### src/rtl/mc_pkg.sv
// mc_pkg: shared encodings for the multicycle main controller.
// Contents: FSM state enum (4-bit, debug-visible values), ALU decode class,
// opcode/funct constants, aluc codes and datapath mux select constants.
// Optional feature macro used by consumers: MC_CTRL_ILLEGAL_HALT_EN.
package mc_pkg;

  typedef enum logic [3:0] {
    ST_FETCH  = 4'd0,
    ST_DECODE = 4'd1,
    ST_MEMADR = 4'd2,
    ST_MEMRD  = 4'd3,
    ST_MEMWB  = 4'd4,
    ST_MEMWR  = 4'd5,
    ST_EXEC   = 4'd6,
    ST_ALUWB  = 4'd7,
    ST_BRANCH = 4'd8,
    ST_IEXEC  = 4'd9,
    ST_IWB    = 4'd10,
    ST_JUMP   = 4'd11,
    ST_HALT   = 4'd12
  } state_e;

  // Which rule the ALU decoder applies in the current state.
  typedef enum logic [1:0] {
    CLS_ADD   = 2'd0,  // address / PC arithmetic: plain add, sign-extend
    CLS_SUB   = 2'd1,  // beq compare
    CLS_RTYPE = 2'd2,  // operation chosen by funct
    CLS_ITYPE = 2'd3   // operation chosen by op (addi / ori)
  } alu_cls_e;

  // Opcodes (IR[31:26])
  localparam logic [5:0] OP_RTYPE = 6'b000000;
  localparam logic [5:0] OP_J     = 6'b000010;
  localparam logic [5:0] OP_BEQ   = 6'b000100;
  localparam logic [5:0] OP_ADDI  = 6'b001000;
  localparam logic [5:0] OP_ORI   = 6'b001101;
  localparam logic [5:0] OP_LW    = 6'b100011;
  localparam logic [5:0] OP_SW    = 6'b101011;

  // R-type funct codes (IR[5:0])
  localparam logic [5:0] FN_SLL = 6'b000000;
  localparam logic [5:0] FN_ADD = 6'b100000;
  localparam logic [5:0] FN_SUB = 6'b100010;
  localparam logic [5:0] FN_OR  = 6'b100101;

  // ALU operation codes
  localparam logic [2:0] ALUC_ADD = 3'b000;
  localparam logic [2:0] ALUC_SUB = 3'b001;
  localparam logic [2:0] ALUC_OR  = 3'b010;
  localparam logic [2:0] ALUC_SLL = 3'b011;

  // ALU A select
  localparam logic [1:0] SRCA_PC    = 2'b00;
  localparam logic [1:0] SRCA_RS    = 2'b01;
  localparam logic [1:0] SRCA_SHAMT = 2'b10;

  // ALU B select
  localparam logic [1:0] SRCB_RT   = 2'b00;
  localparam logic [1:0] SRCB_FOUR = 2'b01;
  localparam logic [1:0] SRCB_IMM  = 2'b10;
  localparam logic [1:0] SRCB_BOFF = 2'b11;

  // PC source select
  localparam logic [1:0] PCSRC_ALU    = 2'b00;
  localparam logic [1:0] PCSRC_ALUOUT = 2'b01;
  localparam logic [1:0] PCSRC_JUMP   = 2'b10;

  function automatic logic is_mem_op(input logic [5:0] op);
    return (op == OP_LW) || (op == OP_SW);
  endfunction

endpackage

### src/rtl/mc_alu_dec.sv
// mc_alu_dec: combinational ALU control decoder.
// Ports:
//   cls_i           - decode class of the current FSM state
//   op_i, funct_i   - instruction fields
//   aluc_o          - 3-bit ALU operation
//   src_a_shamt_o   - request ALU A = zero-extended shamt (sll)
//   ext_sel_o       - immediate extension: 0 sign, 1 zero
//   illegal_funct_o - R-type funct not supported
module mc_alu_dec
  import mc_pkg::*;
(
  input  alu_cls_e   cls_i,
  input  logic [5:0] op_i,
  input  logic [5:0] funct_i,
  output logic [2:0] aluc_o,
  output logic       src_a_shamt_o,
  output logic       ext_sel_o,
  output logic       illegal_funct_o
);

  always_comb begin
    aluc_o          = ALUC_ADD;
    src_a_shamt_o   = 1'b0;
    ext_sel_o       = 1'b0;
    illegal_funct_o = 1'b0;
    unique case (cls_i)
      CLS_ADD: ;
      CLS_SUB: aluc_o = ALUC_SUB;
      CLS_RTYPE: begin
        unique case (funct_i)
          FN_ADD: aluc_o = ALUC_ADD;
          FN_SUB: aluc_o = ALUC_SUB;
          FN_OR:  aluc_o = ALUC_OR;
          FN_SLL: begin
            aluc_o        = ALUC_SLL;
            src_a_shamt_o = 1'b1;
          end
          default: illegal_funct_o = 1'b1;
        endcase
      end
      CLS_ITYPE: begin
        if (op_i == OP_ORI) begin
          aluc_o    = ALUC_OR;
          ext_sel_o = 1'b1;
        end
      end
      default: ;
    endcase
  end

endmodule

### src/rtl/mc_control.sv
// mc_control: multicycle main controller (Moore FSM).
// Sequences fetch/decode/execute/memory/writeback for add, sub, or, sll,
// lw, sw, beq, addi, ori, j.
// Ports:
//   clk, rst      - clock (rising edge), synchronous active-high reset
//   op, funct     - IR[31:26], IR[5:0]
//   zero          - ALU zero flag, used same cycle for beq
//   pc_en, iord, mem_write, ir_write, reg_dst, mem_to_reg, reg_write,
//   alu_src_a, alu_src_b, ext_sel, pc_src, aluc - datapath controls
//   halted        - illegal-instruction halt flag
//   state         - current FSM state (debug)
// Optional feature: MC_CTRL_ILLEGAL_HALT_EN - illegal op/funct parks the
// FSM in HALT with halted=1 until reset; otherwise illegal instructions
// complete as NOPs and halted is tied low.
module mc_control
  import mc_pkg::*;
(
  input  logic       clk,
  input  logic       rst,
  input  logic [5:0] op,
  input  logic [5:0] funct,
  input  logic       zero,
  output logic       pc_en,
  output logic       iord,
  output logic       mem_write,
  output logic       ir_write,
  output logic       reg_dst,
  output logic       mem_to_reg,
  output logic       reg_write,
  output logic [1:0] alu_src_a,
  output logic [1:0] alu_src_b,
  output logic       ext_sel,
  output logic [1:0] pc_src,
  output logic [2:0] aluc,
  output logic       halted,
  output logic [3:0] state
);

`ifdef MC_CTRL_ILLEGAL_HALT_EN
  localparam state_e ST_ILLEGAL = ST_HALT;
`else
  localparam state_e ST_ILLEGAL = ST_FETCH;
`endif

  state_e     state_q, state_d;
  alu_cls_e   alu_cls;
  logic       pc_write_c, branch_c;
  logic       mem_write_c, ir_write_c, reg_write_c;
  logic       dec_shamt, illegal_funct;

  mc_alu_dec u_alu_dec (
    .cls_i           (alu_cls),
    .op_i            (op),
    .funct_i         (funct),
    .aluc_o          (aluc),
    .src_a_shamt_o   (dec_shamt),
    .ext_sel_o       (ext_sel),
    .illegal_funct_o (illegal_funct)
  );

  always_comb begin
    alu_cls = CLS_ADD;
    unique case (state_q)
      ST_BRANCH: alu_cls = CLS_SUB;
      ST_EXEC:   alu_cls = CLS_RTYPE;
      ST_IEXEC:  alu_cls = CLS_ITYPE;
      default:   alu_cls = CLS_ADD;
    endcase
  end

  always_ff @(posedge clk) begin
    if (rst) state_q <= ST_FETCH;
    else     state_q <= state_d;
  end

  always_comb begin
    state_d     = state_q;
    pc_write_c  = 1'b0;
    branch_c    = 1'b0;
    iord        = 1'b0;
    mem_write_c = 1'b0;
    ir_write_c  = 1'b0;
    reg_dst     = 1'b0;
    mem_to_reg  = 1'b0;
    reg_write_c = 1'b0;
    alu_src_a   = SRCA_PC;
    alu_src_b   = SRCB_RT;
    pc_src      = PCSRC_ALU;
    unique case (state_q)
      ST_FETCH: begin
        ir_write_c = 1'b1;
        pc_write_c = 1'b1;
        alu_src_b  = SRCB_FOUR;
        state_d    = ST_DECODE;
      end
      ST_DECODE: begin
        // Branch target is computed speculatively into ALUOut here.
        alu_src_b = SRCB_BOFF;
        if (is_mem_op(op)) begin
          state_d = ST_MEMADR;
        end else begin
          unique case (op)
            OP_RTYPE:        state_d = ST_EXEC;
            OP_BEQ:          state_d = ST_BRANCH;
            OP_ADDI, OP_ORI: state_d = ST_IEXEC;
            OP_J:            state_d = ST_JUMP;
            default:         state_d = ST_ILLEGAL;
          endcase
        end
      end
      ST_MEMADR: begin
        alu_src_a = SRCA_RS;
        alu_src_b = SRCB_IMM;
        state_d   = (op == OP_LW) ? ST_MEMRD : ST_MEMWR;
      end
      ST_MEMRD: begin
        iord    = 1'b1;
        state_d = ST_MEMWB;
      end
      ST_MEMWB: begin
        mem_to_reg  = 1'b1;
        reg_write_c = 1'b1;
        state_d     = ST_FETCH;
      end
      ST_MEMWR: begin
        iord        = 1'b1;
        mem_write_c = 1'b1;
        state_d     = ST_FETCH;
      end
      ST_EXEC: begin
        alu_src_a = dec_shamt ? SRCA_SHAMT : SRCA_RS;
        alu_src_b = SRCB_RT;
        // Unknown funct skips ALUWB so nothing is written back.
        state_d   = illegal_funct ? ST_ILLEGAL : ST_ALUWB;
      end
      ST_ALUWB: begin
        reg_dst     = 1'b1;
        reg_write_c = 1'b1;
        state_d     = ST_FETCH;
      end
      ST_BRANCH: begin
        alu_src_a = SRCA_RS;
        alu_src_b = SRCB_RT;
        branch_c  = 1'b1;
        pc_src    = PCSRC_ALUOUT;
        state_d   = ST_FETCH;
      end
      ST_IEXEC: begin
        alu_src_a = SRCA_RS;
        alu_src_b = SRCB_IMM;
        state_d   = ST_IWB;
      end
      ST_IWB: begin
        reg_write_c = 1'b1;
        state_d     = ST_FETCH;
      end
      ST_JUMP: begin
        pc_write_c = 1'b1;
        pc_src     = PCSRC_JUMP;
        state_d    = ST_FETCH;
      end
      ST_HALT: state_d = ST_HALT;
      default: state_d = ST_FETCH;
    endcase
  end

  // Write strobes are masked combinationally so a reset cycle never commits.
  assign pc_en     = ~rst & (pc_write_c | (branch_c & zero));
  assign ir_write  = ~rst & ir_write_c;
  assign mem_write = ~rst & mem_write_c;
  assign reg_write = ~rst & reg_write_c;
  assign state     = state_q;

`ifdef MC_CTRL_ILLEGAL_HALT_EN
  logic halted_q;
  always_ff @(posedge clk) begin
    if (rst)                      halted_q <= 1'b0;
    else if (state_d == ST_HALT)  halted_q <= 1'b1;
  end
  assign halted = halted_q;
`else
  assign halted = 1'b0;
`endif

endmodule

### config.mk
export PLATFORM = sky130hd
export DESIGN_NAME = mc_control
export DESIGN_NICKNAME = d
export VERILOG_FILES = /design/src/rtl/mc_pkg.sv /design/src/rtl/mc_alu_dec.sv /design/src/rtl/mc_control.sv
export SDC_FILE = /design/constraint.sdc
export NUM_CORES = 1
export LEC_CHECK = 0
export ABC_CLOCK_PERIOD_IN_PS = 3700
export BUFFER_PORTS_ARGS = -buffer_cell sky130_fd_sc_hd__buf_2
export CORE_MARGIN = 5
export CORE_UTILIZATION = 40
export CTS_CLUSTER_DIAMETER = 200
export DETAILED_ROUTE_END_ITERATION = 10
export HOLD_SLACK_MARGIN = 0.02
export PLACE_DENSITY = 0.81
export REMOVE_ABC_BUFFERS = 1
export SYNTH_ARGS = -nofsm -noshare
export SYNTH_HDL_FRONTEND = slang
export SYNTH_SLANG_ARGS = --single-unit
### constraint.sdc
create_clock -name clk -period 3.7 [get_ports clk]
set_input_delay 0.37 -clock clk [delete_from_list [all_inputs] [get_ports clk]]
set_output_delay 0.37 -clock clk [all_outputs]
set_load 0.01 [all_outputs]
Yosys cells after proc, flatten, opt, wreduce, memory -nomap -nowiden:

Cells that the tools add are included.

* input port bits: 15
* output and inout port bits: 22
* word-level logic and storage cells: 70
* register bits after elaboration: 4

* equality and inequality tests: 24
* reduce and logical (&&, ||, !) cells: 11
* bitwise gates (word level): 7
* muxes and demuxes: 27

Operators by type and width (count)
* == test 6 bit, second input constant: 5
* one-hot mux 4 bit (7 select lines): 1
* == test 4 bit, second input constant: 5
* one-hot mux 2 bit (3 select lines): 3
* == test 4 x 3 -> 1 bit, second input constant: 4
* one-hot mux 4 bit (4 select lines): 1
* two-way mux 1 bit: 14
* == test 6 x 4 -> 1 bit, second input constant: 2
* logical NOT 6 bit: 2
* one-hot mux 3 bit (3 select lines): 1
* == test 4 x 2 -> 1 bit, second input constant: 2
* one-hot mux 2 bit (2 select lines): 2
* OR reduction 2 bit: 4
* == test 6 x 2 -> 1 bit, second input constant: 1
* == test 6 x 3 -> 1 bit, second input constant: 1
* two-way mux 3 bit: 2
* OR reduction 3 bit: 2
* bitwise AND 1 bit: 5
* == test 2 bit, second input constant: 2
* == test 4 x 1 -> 1 bit, second input constant: 1
* logical NOT 4 bit: 1
* two-way mux 2 bit: 2
* two-way mux 4 bit: 1
* OR reduction 4 bit: 1
* 4 further kinds: 4

Longest topological paths before layout:

Gate-level depths: netlist of run 1.

* depth after elaboration: 6
* gate-level depth with buffers: 5

Modules after synthesis:

Synthesis of run 1 repeated with hierarchy kept, for this count alone.

* cell total of the unflattened synthesis: 98
* area total of the unflattened synthesis: 695.7 µm²

Modules (own cells, without submodules)
* mc_control: times used 1, cells each 77, area each 554.3 µm²
* mc_alu_dec: times used 1, cells each 21, area each 141.4 µm²

Worst setup path after synthesis of run 1:

OpenSTA, ideal clock, no wires.

* kind: register to output
* start: register state_q[0], in the netlist state[0]
* end: output aluc[1]
* path slack: 1664 ps
* required time: 3330 ps
* buffers on the path: 1
* data arrival time: 1666 ps
* stages on the path, launching flop included: 6
* cell sequence: dfxtp_1 > buf_4 > or3b_4 > or2_4 > nor4_4 > o21bai_1

* word-level cells in the longest chain between the ends: 4
* elaborated cells on any way between the ends: 8
* those cells by class: 6 x eq/ne; 2 x mux

Ends and longest elaborated chain
* from (decl): line mc_control.sv:45 `state_e state_q, state_d;`
* from (signal assigned): line mc_control.sv:73 `else state_q <= state_d;`
* == test 4 bit or == test 4 x 3 -> 1 bit (tied branches): line mc_control.sv:63 `unique case (state_q)`
* one-hot mux 2 bit (3 select lines) *: line mc_control.sv:63
* == test 2 bit or == test 2 x 1 -> 1 bit (tied branches): line mc_alu_dec.sv:26 `unique case (cls_i)`
* one-hot mux 3 bit (3 select lines) *: line mc_alu_dec.sv:26
* to (decl): line mc_control.sv:34 `output logic [2:0] aluc,`

Mark *: on every way between the ends. The rest lies on a longest branch, timed or not.

Worst setup path in the final report of run 1:

Ends and elaborated chain as after synthesis.

==> summary.md, run 1 <==
| Metric | Value |
|---|---|
| Worst setup EP type | `output pin` |
| Worst hold path class | `in -> reg` |
| Pins Over Slew Limit | `0` |
| Cell variety after synth | `42` |
| DR DRC count | `0` |
| Max Clock Skew | `0.000827 ns` |
| Cell Pwr Density | `189 mW/mm^2` |
| Routed wire length | `1.85 mm` |
| Buffers on Ports | `34` |
| Max-Cap Viols | `0` |
| Routed Antenna Nets | `0` |
| Synth async-reset ratio | `0%` |
| Worst Path Max Fanout | `19` |
| CTS sink count | `4` |
| Die H | `50.8 um` |
| Placed cell area | `801 sq um` |
| Final instance area | `823 sq um` |
| Synth area leader | `dfxtp_1` |
| Post-synth top area share | `12.1%` |
| Flop pwr share | `32.7%` |
| Seq/Total Area, Yosys | `12.1%` |
| Min-delay src | `rst` |
| Max reg flops | `4` |
| Slew margin rel. | `59.7%` |
| Reg2reg end | `state[1]` |
| Largest net degree at the start of global routing | `22` |
| GR peak layer | `met2` |
| # H-tree levels | `1` |
| Met3 Use GR | `2.37%` |
| Top_reg_cell synth | `dfxtp_1` |
| Routed wire length per instance | `13.2 um` |
| Reg2Reg Launch Point | `state[1]` |
| Largest cells by area after synthesis | `dfxtp_1 12%, nor2_1 6.2%, nand3_1 5.3%, nand2b_1 4.7%, o31a_1 4.0%` |
| Final Hold Fails | `0` |
| Reg-to-reg setup timing slack | `1.73 ns` |
| Met2 Track Usage GR | `24.8%` |
| Leakage | `0.000367 uW` |
| Share of cells above drive strength 1 | `35.5%` |
| Ports | `37` |
| Max Root-Sink Buffers | `2` |
| R2R cell count | `4` |
| Clock latency on the worst-skew pair | `0.23 ns` |
| Initial Util | `43.1%` |
| Initial DRC count | `21` |
| CTS resizes | `0` |
| Yosys reg bits | `4` |
| Avg Inst Size Synth | `6.92 sq um` |
| HPWL Detailed | `1.47 mm` |
| Worst slew pin tran | `0.603 ns` |
| Final worst-path cycle share | `68.4%` |
| Total CTS buffers | `3` |
| Core area | `0.00154 sq mm` |
| Post-synth EDFFs | `0` |
| Post-Syn Instances | `96` |
| Die area | `0.00258 sq mm` |
| CTS tree | `done` |
| Antenna cells | `0` |
| Hold depth | `3` |
| First-pass GRT wire length | `3.04 mm` |
| Vias in the first global route | `763` |
| Met1 usage | `17.1%` |
| Post-Synthesis Cell Area | `664 sq um` |
| Worst-path clk slew | `0.04 ns` |
| Die width | `50.8 um` |
| Fmax achieved | `395 MHz` |
| Max IR drop VDD | `90.2 uV` |
| Initial antenna violation count | `0` |
| Total number of placement rows | `14` |
| Final setup fails | `0` |
| Total track usage | `14.5%` |
| Sw Pwr | `51.0 uW` |
| Warnings, synthesis | `0` |
| Unrepaired setup endpoints after global routing | `false` |
| Routability cong. | `0.778` |
| Worst path arrival time | `2.16 ns` |
| Fin util | `53.4%` |
| DRT Pass-1 Iters | `4` |
| Hold EP | `state[0]` |
| Gate power share | `32.9%` |
| Post-Route Setup TNS | `0 ns` |
| Syn-to-layout area delta | `23.9%` |
| Switching part of the total | `32.7%` |
| Routed vias/inst | `5.69` |
| Internal | `105 uW` |
| Status | `finished, final reports clean` |
| Min Tclk post-route | `2.53 ns` |
| Vias | `797` |
| # hold bufs at CTS | `0` |
| Final #Nets | `141` |
| Root Driver | `clkbuf_4` |
| Worst endpoint required time | `3.33 ns` |
| Clock power share | `34.4%` |
| Worst setup path class | `reg -> out` |
| Total gr overflow | `0` |
| Postcts setup bufs | `0` |
| CP startpoint kind | `flip-flop` |
-- area by class of cell --
type / count / area (sq um)
fillers: 163 / 718
multi-input cells: 82 / 527
repair buffers: 34 / 170
flip-flops and latches: 4 / 80.1
clock buffers: 3 / 22.5
well taps: 16 / 20.0
inverters: 1 / 3.75
-- layer usage --
layer,wire [um],vias to the layer above
met2,909,30
li1,-,404
met3,154,2
met4,14,0
met1,775,361
met5,0,-
-- cells in the mapped netlist (2+ instances only) --
library cell,number
clkbuf_1,4
nor2_1,11
o21ai_0,3
nor3_1,5
xnor2_1,3
o21ai_1,2
or3_1,3
buf_4,3
nand2_1,5
nand3_1,7
dfxtp_1,4
xor2_1,2
o31a_1,3
o21bai_1,3
nand2b_1,5
a21oi_1,3
a211oi_1,2
nor4_1,2
a31o_1,2
nor3b_1,2
-- critical path, cell delays in order (launching register included) --
cell	delay (ns)
dfxtp_1	0.68
or3b_4	0.46
or2_4	0.26
nor4_4	0.25
o21bai_1	0.13
buf_2	0.14
-- cells in the final DEF, fill, tap and decap left out, types with 2 or more instances in the layout --
| cell type | n |
|---|---|
| nand3_1 | 7 |
| dfxtp_1 | 4 |
| buf_2 | 34 |
| xnor2_1 | 3 |
| o21bai_1 | 3 |
| conb_1 | 2 |
| clkbuf_4 | 3 |
| nor3b_1 | 2 |
| o21ai_0 | 3 |
| o21ai_1 | 2 |
| xor2_1 | 2 |
| a211oi_1 | 2 |
| nand2b_1 | 5 |
| or3_1 | 3 |
| nor4_1 | 2 |
| nor3_1 | 5 |
| nand2_1 | 5 |
| nor2_1 | 11 |
| o31a_1 | 3 |
| a21oi_1 | 3 |
| a31o_1 | 2 |
-- stage by stage --
| step | hold WS [ns] | total power, uW | worst slack, ns | cells |
|---|---|---|---|---|
| after floorplan | 0.541 | 79.8 | 1.49 | 87 |
| after CTS | 0.478 | 159 | 1.15 | 140 |
| after detailed placement | 0.727 | 103 | 1.39 | 137 |
| after global routing | 0.493 | 171 | 0.983 | 140 |
| after global placement | 0.725 | 101 | 1.46 | 137 |
| final | 0.489 | 156 | 1.17 | 140 |
-- how the worst max path moves through the flow --
stage               to  slack (ns)      from  cells past startpoint
3_3_place_gp   aluc[1]        1.46  state[0]                      5
5_1_grt        aluc[1]        0.98  state[0]                      5
2_1_floorplan  aluc[1]        1.49  state[0]                      4
4_1_cts        aluc[1]        1.15  state[0]                      5
6_report       aluc[1]        1.17  state[0]                      5
3_5_place_dp   aluc[1]        1.39  state[0]                      5
-- power groups by stage --
stage,combinational (uW),clock (uW),sequential [uW]
global route,57.5,62.1,51.8
finish,51.3,53.7,51.0
CTS,51.4,57.0,51.0
detailed placement,51.2,0,51.7
floorplan,28.8,0,51.0
global placement,49.4,0,51.3
-- logic make-up (layout without fill, tap and decap cells) --
kind of cell              after synthesis  count (layout)  synth area share [%]
xor gates and xnor gates                5               5                  6.59
AOI/OAI and AO/OA                      23              23                  25.2
and+or+nand+nor                        51              51                  44.8
other                                   1               2                 0.564
muxes                                   1               1                  1.51
DFF                                     4               4                  12.1
buffers and inverters                  11              38                  9.23
Power figures use the tool's default switching activity.
==> inputs of run 2 (changes only) <==
ABC_AREA = 1   (was default)
ABC_CLOCK_PERIOD_IN_PS = 2450   (was 3700)
clock period = 2.45 ns   (was 3.7 ns; I/O delays follow)
==> run 2 against run 1 <==
  * Flip-flop and latch count stayed put
  * Cell area is 6.2% higher
  * Clock power is 49% higher
  * Count of clock-buffer cells in the layout stayed put
  * Critical path depth stayed put
  * First-iteration DRC count is 9.5% lower
  * Sequential share of layout area is 0.57 points lower
==> summary.md, run 2 <==
| Metric | Value |
|---|---|
| Status | `finished, final reports clean` |
| Routed wire length per instance | `10.6 um` |
| First-pass GRT wire length | `3.34 mm` |
| Initial antenna violation count | `0` |
| Cell variety after synth | `20` |
| Max Clock Skew | `0.000976 ns` |
| Share of cells above drive strength 1 | `28.2%` |
| Initial DRC count | `19` |
| Worst setup EP type | `output pin` |
| Vias | `906` |
| Final setup fails | `0` |
| Max-Cap Viols | `0` |
| DR DRC count | `0` |
| Routability cong. | `0.914` |
| Seq/Total Area, Yosys | `11.8%` |
| Internal | `151 uW` |
| Total gr overflow | `0` |
| Post-synth top area share | `18.8%` |
| Post-Synthesis Cell Area | `678 sq um` |
| CTS resizes | `0` |
| Hold depth | `2` |
| Max Root-Sink Buffers | `2` |
| Routed wire length | `1.97 mm` |
| Synth area leader | `nor2_1` |
| Final Hold Fails | `0` |
| Fmax achieved | `562 MHz` |
| Final instance area | `875 sq um` |
| Leakage | `0.000563 uW` |
| Switching part of the total | `34.0%` |
| Max reg flops | `4` |
| Top cells by count, synth | `34 x nor2_1, 26 x nand2_1, 22 x inv_1, 22 x nand3_1, 4 x dfxtp_1` |
| Warnings, synthesis | `0` |
| DRT Pass-1 Iters | `4` |
| Post-Syn Instances | `135` |
| R2R cell count | `6` |
| Cell Pwr Density | `262 mW/mm^2` |
| Buffers on Ports | `34` |
| Flop pwr share | `31.1%` |
| Routed vias/inst | `4.87` |
| Die H | `51.2 um` |
| Pins Over Slew Limit | `0` |
| CP startpoint kind | `flip-flop` |
| Vias in the first global route | `846` |
| HPWL Detailed | `1.70 mm` |
| Yosys reg bits | `4` |
| Clock latency on the worst-skew pair | `0.23 ns` |
| Antenna cells | `0` |
| Largest cells by area after synthesis | `nor2_1 19%, nand3_1 16%, nand2_1 14%, inv_1 12%, dfxtp_1 12%` |
| Top_reg_cell synth | `dfxtp_1` |
| Worst setup path class | `reg -> out` |
| Worst endpoint required time | `2.20 ns` |
| Initial Util | `43.5%` |
| Max IR drop VDD | `216 uV` |
| Worst-path clk slew | `0.04 ns` |
| Root Driver | `clkbuf_4` |
| Gate power share | `33.9%` |
| Min Tclk post-route | `1.78 ns` |
| Unrepaired setup endpoints after global routing | `false` |
| Overall power | `229 uW` |
| CTS sink count | `4` |
| Ports | `37` |
| Total CTS buffers | `3` |
| Most common cell in the netlist | `nor2_1` |
| Postcts setup bufs | `0` |
| # hold bufs at CTS | `0` |
| Worst Path Max Fanout | `9` |
| Post-Route Setup TNS | `0 ns` |
| Worst path arrival time | `1.54 ns` |
| # H-tree levels | `1` |
| Total track usage | `16.3%` |
| Synth async-reset ratio | `0%` |
| Post-synth EDFFs | `0` |
| Die width | `51.2 um` |
| Syn-to-layout area delta | `29.0%` |
| Worst hold path class | `in -> reg` |
| CTS tree | `done` |
| Clock power share | `35.1%` |
| Final worst-path cycle share | `72.7%` |
| Final #Nets | `187` |
| Sw Pwr | `77.9 uW` |
| Core area | `0.00156 sq mm` |
| Largest net degree at the start of global routing | `10` |
| Placed cell area | `852 sq um` |
| Die area | `0.00262 sq mm` |
| Commonest non-fill, non-tap cells in the layout | `34 x nor2_1, 34 x buf_2, 26 x nand2_1` |
| Avg Inst Size Synth | `5.02 sq um` |
| Routed Antenna Nets | `0` |
| Total number of placement rows | `14` |
run 2: kinds of logic (layout without fill, tap and decap cells):
logic type / after synthesis / in the layout / synth area share, %
other cells: 1 / 2 / 0.553
flops: 4 / 4 / 11.8
compound gates: 6 / 6 / 5.17
buf+inv: 28 / 62 / 16.8
simple gates: 96 / 96 / 65.7
run 2: final cells by class:
type,count,area [sq um]
fillers,153,684
multi-input cells,104,488
repair buffers,34,170
inverters,25,93.8
flip-flops and latches,4,80.1
clock buffers,3,22.5
well taps,16,20.0
run 2: final timing paths:
| check | start | slack (ns) | to |
|---|---|---|---|
| max | state[1] | 0.67 | aluc[0] |
| min | rst | 0.27 | state[2] |
| max reg2reg | state[1] | 1.13 | state[1] |
| min reg2reg | state[0] | 0.75 | state[0] |
run 2: metal layers:
layer	part of all wire (%)	routed length (um)	global-route usage, %
met5	0	0	0
met4	2.2	43	9.87
met3	6.5	128	3.78
met2	49	964	27.0
met1	42	836	18.8
run 2: power by group through the flow:
stage                     clock [uW]  sequential, uW  combinational [uW]
after floorplan                    0            72.3                42.5
after global placement             0            72.2                76.1
after detailed placement           0            72.0                77.9
after CTS                       82.2            71.0                78.1
after global routing            89.6            71.3                88.5
final                           80.2            71.1                77.5
run 2: metrics by stage:
step           std cells  util (%)  hold WS [ns]  setup WS, ns
5_1_grt              186      56.1         0.277         0.539
4_1_cts              186      56.1         0.265         0.683
6_report             186      56.1         0.265         0.669
3_3_place_gp         183      54.7         0.511         0.911
3_5_place_dp         183      54.7         0.509         0.924
2_1_floorplan        133         -         0.317         0.974
run 2: worst max-delay path: stages, from the launching register on:
cell,delay [ns]
dfxtp_1,0.51
nand2_1,0.20
nor2_4,0.18
nand3_1,0.10
o21ai_0,0.16
buf_2,0.15
==> inputs of run 3 (changes only) <==
ABC_CLOCK_PERIOD_IN_PS = 1510   (was 2450)
CORE_UTILIZATION = 39   (was 40)
PLACE_DENSITY = 0.82   (was 0.81)
clock period = 1.51 ns   (was 2.45 ns; I/O delays follow)
==> run 3 against run 2 <==
  * Cell area is 7.7% higher
  * Flip-flop and latch count did not move
  * Non-clock buffer count rose by 1
  * Global-route usage fell by 1.5 points
  * Die area is 2.1% higher
==> summary.md, run 3 (synthesis results as in run 2) <==
| Metric | Value |
|---|---|
| Die H | `51.7 um` |
| Fin cells | `188` |
| CP most frequent cell | `nor2_2` |
| Vias | `930` |
| Final Hold Slack | `0.197 ns` |
| Worst Path Max Fanout | `5` |
| Total track usage | `14.8%` |
| Reg2reg end | `state[2]` |
| Initial antenna violation count | `0` |
| HPWL Detailed | `1.67 mm` |
| CTS tree | `done` |
| CTS sink count | `4` |
| Critical Path Source | `state[0]` |
| Sequential Area | `95.1 sq um` |
| Final setup fails | `0` |
| Root Driver | `clkbuf_4` |
| Max Root-Sink Buffers | `2` |
| Final worst-path cycle share | `97.8%` |
| Commonest non-fill, non-tap cell in the layout | `buf_2` |
| Flop pwr share | `29.8%` |
| Final #Nets | `188` |
| Initial Util | `40.1%` |
| Worst setup path class | `reg -> out` |
| Antenna cells | `0` |
| Postcts setup bufs | `0` |
| DRT Pass-1 Iters | `4` |
| Routed vias/inst | `4.95` |
| Sw Pwr | `134 uW` |
| Pins Over Slew Limit | `0` |
| Worst-path clk slew | `0.04 ns` |
| Multi-input logic area | `527 sq um` |
| Commonest non-fill, non-tap cells in the layout | `34 x buf_2, 30 x nor2_1, 24 x nand2_1` |
| Unrepaired setup endpoints after global routing | `true` |
| Placed insts | `185` |
| Final Hold Fails | `0` |
| Largest net degree at the start of global routing | `10` |
| Total number of placement rows | `15` |
| Max-Cap Viols | `0` |
| CP startpoint kind | `flip-flop` |
| Core area | `0.00169 sq mm` |
| Fillers | `192` |
| Reg-to-reg setup timing slack | `0.33 ns` |
| Worst endpoint required time | `1.36 ns` |
| Die area | `0.00267 sq mm` |
| Internal | `245 uW` |
| Buffers on Ports | `34` |
| Initial DRC count | `10` |
| Leakage | `0.000575 uW` |
| Clock latency on the worst-skew pair | `0.23 ns` |
| CP peak stage delay | `0.38 ns` |
| First-pass GRT wire length | `3.15 mm` |
| Fmax achieved | `677 MHz` |
| Routed Antenna Nets | `0` |
| Die width | `51.7 um` |
| CP Buf/Inv Count | `2` |
| Worst hold path class | `in -> reg` |
| Min Tclk post-route | `1.48 ns` |
| Total CTS buffers | `3` |
| Share of cells above drive strength 1 | `36.3%` |
| Max IR drop VDD | `242 uV` |
| Cell Pwr Density | `402 mW/mm^2` |
| Routed wire length per instance | `10.5 um` |
| Worst setup EP type | `output pin` |
| Max Clock Skew | `0.00764 ns` |
| Status | `finished, final reports clean` |
| Routed wire length | `1.98 mm` |
| DR DRC count | `0` |
| Cell breakdown of the critical path | `inv_4, nor2_2, nand2_1, nor2_2, nand3b_1, buf_2` |
| Ports | `37` |
| # hold bufs at CTS | `0` |
| R2R cell count | `8` |
| Routability cong. | `0.854` |
| Clock power share | `34.2%` |
| Total gr overflow | `0` |
| # H-tree levels | `1` |
| Reg2Reg Launch Point | `state[0]` |
| Slowest CP cell | `dfxtp_4` |
| Worst path arrival time | `1.33 ns` |
| Syn-to-layout area delta | `38.9%` |
| Switching part of the total | `35.3%` |
| CP top delay family | `simple AND/OR/NAND/NOR gates` |
| Hold depth | `2` |
| Fin util | `55.8%` |
| Critical Path Stages | `6` |
| Vias in the first global route | `809` |
| Max reg flops | `4` |
| Gate power share | `36.0%` |
| CP Capture Point | `aluc[1]` |
[run 3: worst min path at each step]
stage          slack, ns        to  startpoint
4_1_cts             0.18  state[0]         rst
5_1_grt             0.21  state[0]         rst
3_3_place_gp        0.42  state[1]         rst
6_report            0.20  state[0]         rst
2_1_floorplan       0.22  state[0]         rst
3_5_place_dp        0.43  state[2]         rst
[run 3: cell type report]
class / count / share of cell area, %
sequential: 4 / 10.1
tap: 17 / 2.26
clock buffer: 3 / 2.39
multi-input combinational: 104 / 55.9
timing repair buffer: 35 / 18.9
inverter: 25 / 10.5
[run 3: stage by stage]
| step | instance area, sq um | TNS (ns) | power, uW | worst slack, ns |
|---|---|---|---|---|
| floorplan | 662 | 0 | 186 | 0.128 |
| global placement | 861 | 0 | 240 | 0.189 |
| detailed placement | 861 | 0 | 244 | 0.110 |
| CTS | 896 | 0 | 378 | 0.00738 |
| global route | 942 | -0.0138 | 407 | -0.0138 |
| finish | 942 | 0 | 379 | 0.0329 |
[run 3: metal layers]
metal	vias up	GRT usage, %	share of wire, %
met5	-	0	0
met4	0	5.24	0
met3	0	1.72	7.3
met2	40	27.3	49
met1	400	17.3	43
li1	490	-	-
[run 3: power groups by stage]
stage	sequential, uW	clock [uW]	combinational [uW]
final	113	130	136
after global routing	113	140	153
after CTS	114	135	129
after detailed placement	116	0	128
after global placement	116	0	124
after floorplan	117	0	69.0
[run 3: worst reg2reg max path, cell delays in order, from the launching register on]
cell and delay (ns):
dfxtp_4 0.38, inv_4 0.06, nor2_2 0.12, nand2_1 0.11
nor2_1 0.16, nand2_1 0.07, nand3_1 0.09, nor2_1 0.04
nor2_1 0.07
[run 3: repair_timing]
item                                    CTS  global route
endpoints found under the setup margin    6             5
pin swaps                                 0             3
gates cloned                              0             0
gates resized for setup                   8            16
